**config.mk**
```make
export PLATFORM = sky130hd
export DESIGN_NAME = chip8_mem_arbiter
export DESIGN_NICKNAME = d
export VERILOG_FILES = /design/src/rtl/chip8_mem_arbiter.sv
export SDC_FILE = /design/constraint.sdc
export NUM_CORES = 1
export LEC_CHECK = 0
export CELL_PAD_IN_SITES_DETAIL_PLACEMENT = 1
export CELL_PAD_IN_SITES_GLOBAL_PLACEMENT = 1
export CORE_MARGIN = 3
export CORE_UTILIZATION = 17
export DETAILED_ROUTE_END_ITERATION = 6
export HOLD_SLACK_MARGIN = 0.03
export PLACE_DENSITY = 0.9
export SYNTH_ARGS = -nofsm -noshare
export SYNTH_HDL_FRONTEND = slang
export SYNTH_SLANG_ARGS = --single-unit
```
**constraint.sdc**
```tcl
create_clock -name clk -period 2.34 [get_ports clk]
set_clock_uncertainty 0.15 [all_clocks]
set_input_delay 0.351 -clock clk [delete_from_list [all_inputs] [get_ports clk]]
set_output_delay 0.351 -clock clk [all_outputs]
set_load 0.02 [all_outputs]
```
**src/rtl/chip8_mem_arbiter.sv**
```systemverilog
// chip8_mem_arbiter: shares one chip8_ram port between video scanout, cpu and ppu.
// Video has priority up to VID_BURST back-to-back grants; cpu/ppu alternate round-robin.
module chip8_mem_arbiter #(
    parameter int ADDR_WIDTH = 12,
    parameter int DATA_WIDTH = 8,
    parameter int VID_BURST  = 4
) (
    input  logic                  clk,
    input  logic                  reset,
    input  logic                  cpu_req,
    input  logic                  cpu_we,
    input  logic [ADDR_WIDTH-1:0] cpu_addr,
    input  logic [DATA_WIDTH-1:0] cpu_wdata,
    output logic                  cpu_gnt,
    output logic                  cpu_rvalid,
    input  logic                  ppu_req,
    input  logic                  ppu_we,
    input  logic [ADDR_WIDTH-1:0] ppu_addr,
    input  logic [DATA_WIDTH-1:0] ppu_wdata,
    output logic                  ppu_gnt,
    output logic                  ppu_rvalid,
    input  logic                  vid_req,
    input  logic [ADDR_WIDTH-1:0] vid_addr,
    output logic                  vid_gnt,
    output logic                  vid_rvalid,
    output logic [DATA_WIDTH-1:0] rdata,
    output logic [ADDR_WIDTH-1:0] mem_read_address,
    output logic [ADDR_WIDTH-1:0] mem_write_address,
    output logic                  mem_read_enable,
    output logic                  mem_write_enable,
    output logic [DATA_WIDTH-1:0] mem_write_data,
    input  logic [DATA_WIDTH-1:0] mem_read_data
);
    logic                  last_winner;  // 1 = ppu won the last cpu/ppu grant
    logic [3:0]            vid_run;
    logic                  any_req, pick_cpu, granted, we_sel;
    logic [ADDR_WIDTH-1:0] addr_sel;
    logic [DATA_WIDTH-1:0] wdata_sel;

    always_comb begin
        any_req           = cpu_req | ppu_req;
        pick_cpu          = cpu_req & (~ppu_req | last_winner);
        vid_gnt           = ~reset & vid_req & ~(any_req & (vid_run == 4'(VID_BURST)));
        cpu_gnt           = ~reset & ~vid_gnt & pick_cpu;
        ppu_gnt           = ~reset & ~vid_gnt & ppu_req & ~pick_cpu;
        granted           = vid_gnt | cpu_gnt | ppu_gnt;
        we_sel            = cpu_gnt ? cpu_we : ppu_gnt ? ppu_we : 1'b0;
        addr_sel          = vid_gnt ? vid_addr : cpu_gnt ? cpu_addr : ppu_gnt ? ppu_addr : '0;
        wdata_sel         = cpu_gnt ? cpu_wdata : ppu_gnt ? ppu_wdata : '0;
        mem_read_enable   = granted & ~we_sel;
        mem_write_enable  = granted & we_sel;
        mem_read_address  = mem_read_enable ? addr_sel : '0;
        mem_write_address = mem_write_enable ? addr_sel : '0;
        mem_write_data    = mem_write_enable ? wdata_sel : '0;
    end

    assign rdata = mem_read_data;

    always_ff @(posedge clk) begin
        if (reset) begin
            last_winner <= 1'b1;
            vid_run     <= '0;
            cpu_rvalid  <= 1'b0;
            ppu_rvalid  <= 1'b0;
            vid_rvalid  <= 1'b0;
        end else begin
            cpu_rvalid  <= cpu_gnt & ~cpu_we;
            ppu_rvalid  <= ppu_gnt & ~ppu_we;
            vid_rvalid  <= vid_gnt;
            last_winner <= cpu_gnt ? 1'b0 : ppu_gnt ? 1'b1 : last_winner;
            // the run only counts video grants that made cpu/ppu wait
            vid_run     <= (cpu_gnt | ppu_gnt | ~any_req) ? 4'd0 : vid_gnt ? vid_run + 4'd1 : vid_run;
        end
    end
endmodule

```
==> flow_results.org <==
** Clock tree
- TritonCTS built the clock tree.
- Counting every sink on the clock net gives 8.
- Clk pin slew, worst setup/hold paths :: 0.04 ns
- The clock reaches the later pin of the worst-skew pair after 0.23 ns.
- Clock root buffer :: sky130_fd_sc_hd__clkbuf_8
- CTS built an H-tree with a depth of 1.
- No sink is reached through more buffers than the 2 on the longest clock path.
- TritonCTS created 3 clock buffers.

** Synthesis
- Among all cell types in the netlist, the one instantiated most often is sky130_fd_sc_hd__nor2_1.
- Sequential share of the synthesized area :: about 16%
- Yosys mapped the design onto 33 distinct sky130hd cell types.
- A synthesized cell averages 7.55 um^2.
- Post-synthesis instance area :: 0.00102 mm^2
- After synthesis, the share of flip-flops with an asynchronous set or reset is 0%.
- Synthesis produced a netlist with a net count of about 200.
- After technology mapping, the gate count stands at around 140.
- Number of enable-type register cells in the synthesized netlist :: 0
- Warning count from the yosys run :: 0
- Ranked by total cell area, the synthesized netlist is headed by sky130_fd_sc_hd__dfxtp_1 (16%), sky130_fd_sc_hd__a22oi_1 (14%), sky130_fd_sc_hd__a211oi_1 (12%).
- Cell type contributing the most total cell area after synthesis :: sky130_fd_sc_hd__dfxtp_1
- Proportion of netlist area held by the largest area contributor :: 15.7%
- The synthesized design contains 8 register bits.
- The commonest cells after synthesis are sky130_fd_sc_hd__nor2_1 (24), sky130_fd_sc_hd__a22oi_1 (19), sky130_fd_sc_hd__a211oi_1 (16).
- Most used flip-flop cell after synthesis :: sky130_fd_sc_hd__dfxtp_1

** Pwr
- PwrDens :: about 290 mW/mm^2
- For this design the static power due to leakage is approximately 0.99 nW.
- The worst-case IR drop observed on VDD is 0.166 mV.

** Die
- Placeable core region :: roughly 0.0056 mm^2
- between 100 and 150 I/O pins were placed.
- Initial Util :: 18.1%
- The floorplan has 27 rows.
- The die is roughly 83 um tall.
- Total die area :: 0.00696 mm^2
- From left edge to right edge, the die measures 83.5 um.

** Detailed routing
- For this block, the routed nets add up to between 5000 and 6000 um of wire.
- After detailed routing, the number of vias per cell comes to 4.66.
- The final route contains between 1000 and 1500 vias.
- Dividing the detail-routed wire length by the instance count gives 17.0 um.
- Iteration-0 DRC count of the detailed router :: 24
- First-pass DRT Iterations :: 3
- For this run, design rule violations remaining after detail routing come to 0.
- Antenna Nets Post-Route :: 0

** Setup path
- At the worst endpoint, the required time is 1.84 ns.
- Kind of cell adding the most delay to the critical path :: buffers and inverters
- Buf/Inv on CP :: 3
- Cell at the slowest stage of the critical path :: sky130_fd_sc_hd__dfxtp_2
- STA classifies the critical path endpoint as an output pin.
- Cells along the critical path :: inv_2 -> ha_4 -> and3b_2 -> a21o_4 -> buf_12 -> nor2_2 -> a211oi_2 -> buf_2
- Of all nets on the critical path, the largest fanout is 14.
- On the worst path, the slowest cell contributes a delay of ~0.34 ns.
- The critical path is of the register to output pin type.
- The worst setup path is launched from a register.
- Arrival time at the worst endpoint :: around 1.8 ns

** Timing
- Setup repair after global routing could not meet its margin everywhere.
- Minimum setup slack in the final design :: -0.00226 ns
- For the pin with the worst max-slew slack, the measured transition is 0.352 ns.
- Setup tns final :: -0.00226 ns
- Min Tclk post-route :: 2.34 ns
- Hold timing on the final database bottoms out at a slack of between 0.3 and 0.4 ns.
- Number of hold violations in the final report :: 0
- Total of endpoints with negative setup slack in the final report :: 1
- The worst pin sits at a relative slew slack of between 70 and 80%.
- Of the available clock period, the critical path in the final layout requires 100%.
- Count of pins over their slew limit :: 0
- Highest achievable clock rate :: 0.427 GHz

** Layout
- Final std cell area, no fill :: between 0.002 and 0.0025 mm^2
- Combined flip-flop and latch cell area :: 163 um^2
- Final layout net count :: 317
- Filler Cell Count :: approximately 670
- Of the cells placed in the final design, the portion with a size suffix greater than 1 is ~50%.
- The multi-input combinational cells in the finished layout cover a total of 898 um^2.
- Ant. Diodes :: 0
- The area growth from synthesis to layout is 133%.

** Global routing
- Entering global routing, the biggest net connects 15 pins.
- The first global-routing pass estimated 8270 um of wire.
- Global routing used 14.3% of the available tracks across all layers.
- The initial antenna violation count was 0.
- The via count of the first global-routing pass was between 1500 and 2000.
- Leftover overflow at the end of global routing :: 0

** Job
- Max-cap violations in this run came to 0.

** Placed design
- Port Buf Inserts :: 98
- Routability-driven placement finished with a final weighted congestion of 0.759.
- Instance area at placement :: 0.00218 mm^2
- Placed wire-length estimate :: between 4000 and 5000 um
- Post-placement worst setup slack :: -0.725 ns

** Status
- The final reports fail on setup timing.
- The flow ran to the end, but the final reports show violations.

** Hold path
- The path class of the tightest hold or removal check is register to register.
==> area by class of cell <==
type	instances	area share [%]
Timing Repair Buffer	127	48.5
Sequential cell	8	6.85
Multi-Input combinational cell	100	37.8
Tap cell	72	3.79
Inverter	8	1.26
Clock buffer	3	1.74
==> per-layer routing <==
layer  global-route usage [%]  routed length, um
met5                        0                  0
met4                     2.49                 27
met3                     3.65                349
met2                     27.5               2970
met1                     15.7               2060
==> flip-flops by register name, indices dropped and copies added (netlist names) <==
name,cells
vid_run,4
cpu_rvalid,1
last_winner,1
ppu_rvalid,1
vid_rvalid,1
==> power by group <==
group	internal (W)	leakage [nW]	total [W]	switching (W)
clock network	0.000112	0.0216	0.000169	0.0000573
registers	0.000141	0.0661	0.000144	0.00000275
logic	0.000203	0.901	0.000378	0.000175
==> repair_timing <==
action	CTS	global route
gates cloned	2	1
buffers inserted	1	1
endpoints found under the setup margin	37	37
pin swaps	8	9
hold buffers	0	0
gates resized for setup	177	47
==> through the flow <==
stage	power, W	std cells	utilization, %
final	0.000691	318	42.1
after detailed placement	0.000485	310	38.6
after CTS	0.000667	316	40.3
after floorplan	0.000298	135	-
after global routing	0.000727	318	42.1
after global placement	0.000477	310	38.6
==> cell families (layout without fill, tap and decap cells) <==
family	count (synthesis)	count (layout)	synth area share [%]
DFF	8	8	15.7
and+or+nand+nor	43	43	20.7
adders and majority gates	2	2	2.45
AOI/OAI and AO/OA	53	53	42.6
xor gates and xnor gates	2	2	1.72
buffers and inverters	27	138	16.8
==> worst reg2reg max path, stage by stage, from the launching register on <==
cell and delay [ns]:
sky130_fd_sc_hd__dfxtp_2 0.32, sky130_fd_sc_hd__inv_2 0.07, sky130_fd_sc_hd__ha_4 0.13, sky130_fd_sc_hd__nand3b_1 0.16, sky130_fd_sc_hd__a21oi_2 0.19, sky130_fd_sc_hd__buf_4 0.15, sky130_fd_sc_hd__nand2_1 0.07, sky130_fd_sc_hd__buf_4 0.14
sky130_fd_sc_hd__a211o_1 0.28
==> layout by cell type (no fill, tap or decap), types with 3 or more instances in the layout <==
cell type / n
sky130_fd_sc_hd__clkdlybuf4s50_1: 57
sky130_fd_sc_hd__buf_4: 32
sky130_fd_sc_hd__a22oi_2: 5
sky130_fd_sc_hd__clkbuf_8: 3
sky130_fd_sc_hd__clkbuf_2: 11
sky130_fd_sc_hd__inv_1: 5
sky130_fd_sc_hd__nor2_2: 11
sky130_fd_sc_hd__nor2_1: 13
sky130_fd_sc_hd__nand2b_1: 3
sky130_fd_sc_hd__inv_2: 3
sky130_fd_sc_hd__buf_12: 4
sky130_fd_sc_hd__dlygate4sd2_1: 3
sky130_fd_sc_hd__a22oi_1: 14
sky130_fd_sc_hd__buf_2: 12
sky130_fd_sc_hd__a211oi_2: 18
sky130_fd_sc_hd__buf_6: 3
sky130_fd_sc_hd__dfxtp_1: 6
==> final timing paths <==
kind,start,to,slack [ns],cells past startpoint
max,vid_run[1]$_SDFFE_PP0P_,mem_write_address[7],-0.002,8
min,vid_run[0]$_SDFFE_PP0P_,vid_run[0]$_SDFFE_PP0P_,0.37,2
max reg2reg,vid_run[1]$_SDFFE_PP0P_,last_winner$_SDFFE_PP1P_,0.55,8
min reg2reg,vid_run[0]$_SDFFE_PP0P_,vid_run[0]$_SDFFE_PP0P_,0.37,2
No activity file was read; power rests on OpenSTA's default activity.
==> variant: new RTL, same settings <==
The parameter `DATA_WIDTH` goes from 8 to 12.
--- a/src/rtl/chip8_mem_arbiter.sv
+++ b/src/rtl/chip8_mem_arbiter.sv
@@ -2,7 +2,7 @@
 // Video has priority up to VID_BURST back-to-back grants; cpu/ppu alternate round-robin.
 module chip8_mem_arbiter #(
     parameter int ADDR_WIDTH = 12,
-    parameter int DATA_WIDTH = 8,
+    parameter int DATA_WIDTH = 12,
     parameter int VID_BURST  = 4
 ) (
     input  logic                  clk,
Ports: changed (5 resized); port bits go from 115 to 135. No check against the original RTL was run, so the function may have changed too.
==> variant against the original RTL <==
The flow still finishes with violations (negative setup slack). Largest cell class unchanged. Worst setup slack got worse by 0.034 ns. Power increased by 7.3%. Clock power increased by 5%. Cell area increased by 10%. Routed wire length increased by 7.0%. Highest routed layer unchanged. Sequential cell count unchanged. Area after synthesis increased by 5.8%. Combinational power increased by 11%.
==> variant: results (changes against the original RTL) <==
met2_length_mm: 3.06  # +2.9%
grt_max_degree: 18  # +3
tns_ns: -0.0359  # -0.0337 ns
max-vdd-ir-drop_uv: 186  # +12%
max-slew-margin-rel_pct: 75.8  # -0.69 points
wl_mm: 5.79  # +7.0%
drt_iter0_markers: 18  # -25%
syn_avg_cell_area_sq_um: 7.29  # -3.5%
path_max_fanout: 17  # +3
clock_path_buffers: 2  # unchanged
topRoutingLayerUsed: "met4"
swShare_pct: 34.0  # about the same
failed_checks: "negative setup slack"
synth-compound-area-share_pct: 40.3  # -2.3 points
dp_hpwl_mm: 4.24  # +5.4%
cp_top_family: "buffers and inverters"
whs_ns: 0.331  # -0.0380 ns
clk_pin_slew_ns: 0.05
synth_top_area_share_pct: 16.0  # +0.30 points
leakage_nw: 1.12  # +13%
r2r_setup_slack_ns: 0.61  # +0.06 ns
grtUsageTotal_pct: 14.1  # -0.12 points
ys_types: 31  # -6.1%
synth-adder-area-share_pct: 2.32  # -0.13 points
grt_pass1_vias: 1794  # +7.9%
nets: 356  # +12%
synth_area_leaders: "a22oi_1, a211oi_1, dfxtp_1, nor2_1, buf_4"
dp_slack_ns: -0.717  # +0.00808 ns
cts_buffers: 3  # unchanged
ctsRootBufferMaster: "clkbuf_8"
place_area_sq_um: 2370  # +8.6%
wl_met3_um: 570  # +63%
synth_seq_area_share_pct: 14.8  # -0.86 points
dp.cells: 334  # +7.7%
top_register: "vid_run"
m1WireLength_mm: 2.07  # +0.63%
crit_path_top_delay_cell: "or2_4"
viasPerCell: 4.76  # +2.0%
status: "finished, violations left"
hold_path.class: "in2reg"
setup_violations: 1  # unchanged
antenna_found_initial: 0  # unchanged
grt_pass1_wl_mm: 8.33  # +0.75%
drive_gt1_share_pct: 45.8  # -3.8 points
worst_ep_arrival_time_ns: 1.87  # +0.03 ns
final.setup.worst_slack_ns: -0.0359  # -0.0337 ns
first_pass_iters: 4  # +1
vias: 1655  # +12%
synth_nets: 229  # +12%
synth_xor_area_share_pct: 1.62  # -0.094 points
nFillCells: 696  # +3.6%
critPathMaxStageDelay_ns: 0.25  # -0.09 ns
design_area_sq_um: 2610  # +10%
gp_congestion: 0.797  # +5.0%
io_buffers: 110  # +12%
yosys-top-cells-count: "nor2_1, a22oi_1, a211oi_1"
==> variant: kinds of logic (layout without fill, tap and decap cells) <==
group / count (synthesis) / count (layout)
XOR/XNOR: 2 / 2
buffers and inverters: 32 / 157
adder cells (fa/ha/maj): 2 / 2
flip-flops: 8 / 8
AO/OA/AOI/OAI: 57 / 57
AND/OR/NAND/NOR: 47 / 47
==> variant: final timing paths <==
check	startpoint	endpoint	depth (start not counted)
worst max register to register	vid_run[1]	last_winner	8
worst max-delay path	ppu_req	mem_write_address[2]	7
worst min register to register	vid_run[0]	vid_run[0]	2
worst min-delay path	cpu_we	cpu_rvalid	3
==> variant: worst register-to-register path: cells and delay by family (launching register included) <==
family                   cells  cell delay (ns)
AND/OR/NAND/NOR              2             0.22
adder cells (fa/ha/maj)      1             0.13
buffers and inverters        3             0.34
AO/OA/AOI/OAI                2             0.47
flip-flops                   1             0.32
==> variant: cell type report <==
cell class,count,share of cell area [%]
timing repair buffer,146,52.0
tap,75,3.59
clock buffer,3,1.58
inverter,8,1.24
sequential,8,6.27
multi-input combinational,108,35.3
==> variant: power by group through the flow <==
stage	clock, mW	combinational, mW	sequential [mW]
after floorplan	0	0.167	0.148
after global placement	0	0.363	0.145
after detailed placement	0	0.374	0.145
after CTS	0.177	0.385	0.143
after global routing	0.192	0.448	0.144
final	0.178	0.419	0.144
==> variant: timing repair <==
item / in CTS / in global routing
setup endpoints to repair: 41 / 39
buffers inserted: 4 / 5
pin swaps: 8 / 14
gates cloned: 2 / 0
gates resized for setup: 195 / 65
==> variant: routing by layer <==
metal	vias up	GRT usage [%]
met3	10	5.00
met1	772	14.3
met5	-	0
met2	88	27.2
met4	0	3.60
li1	785	-
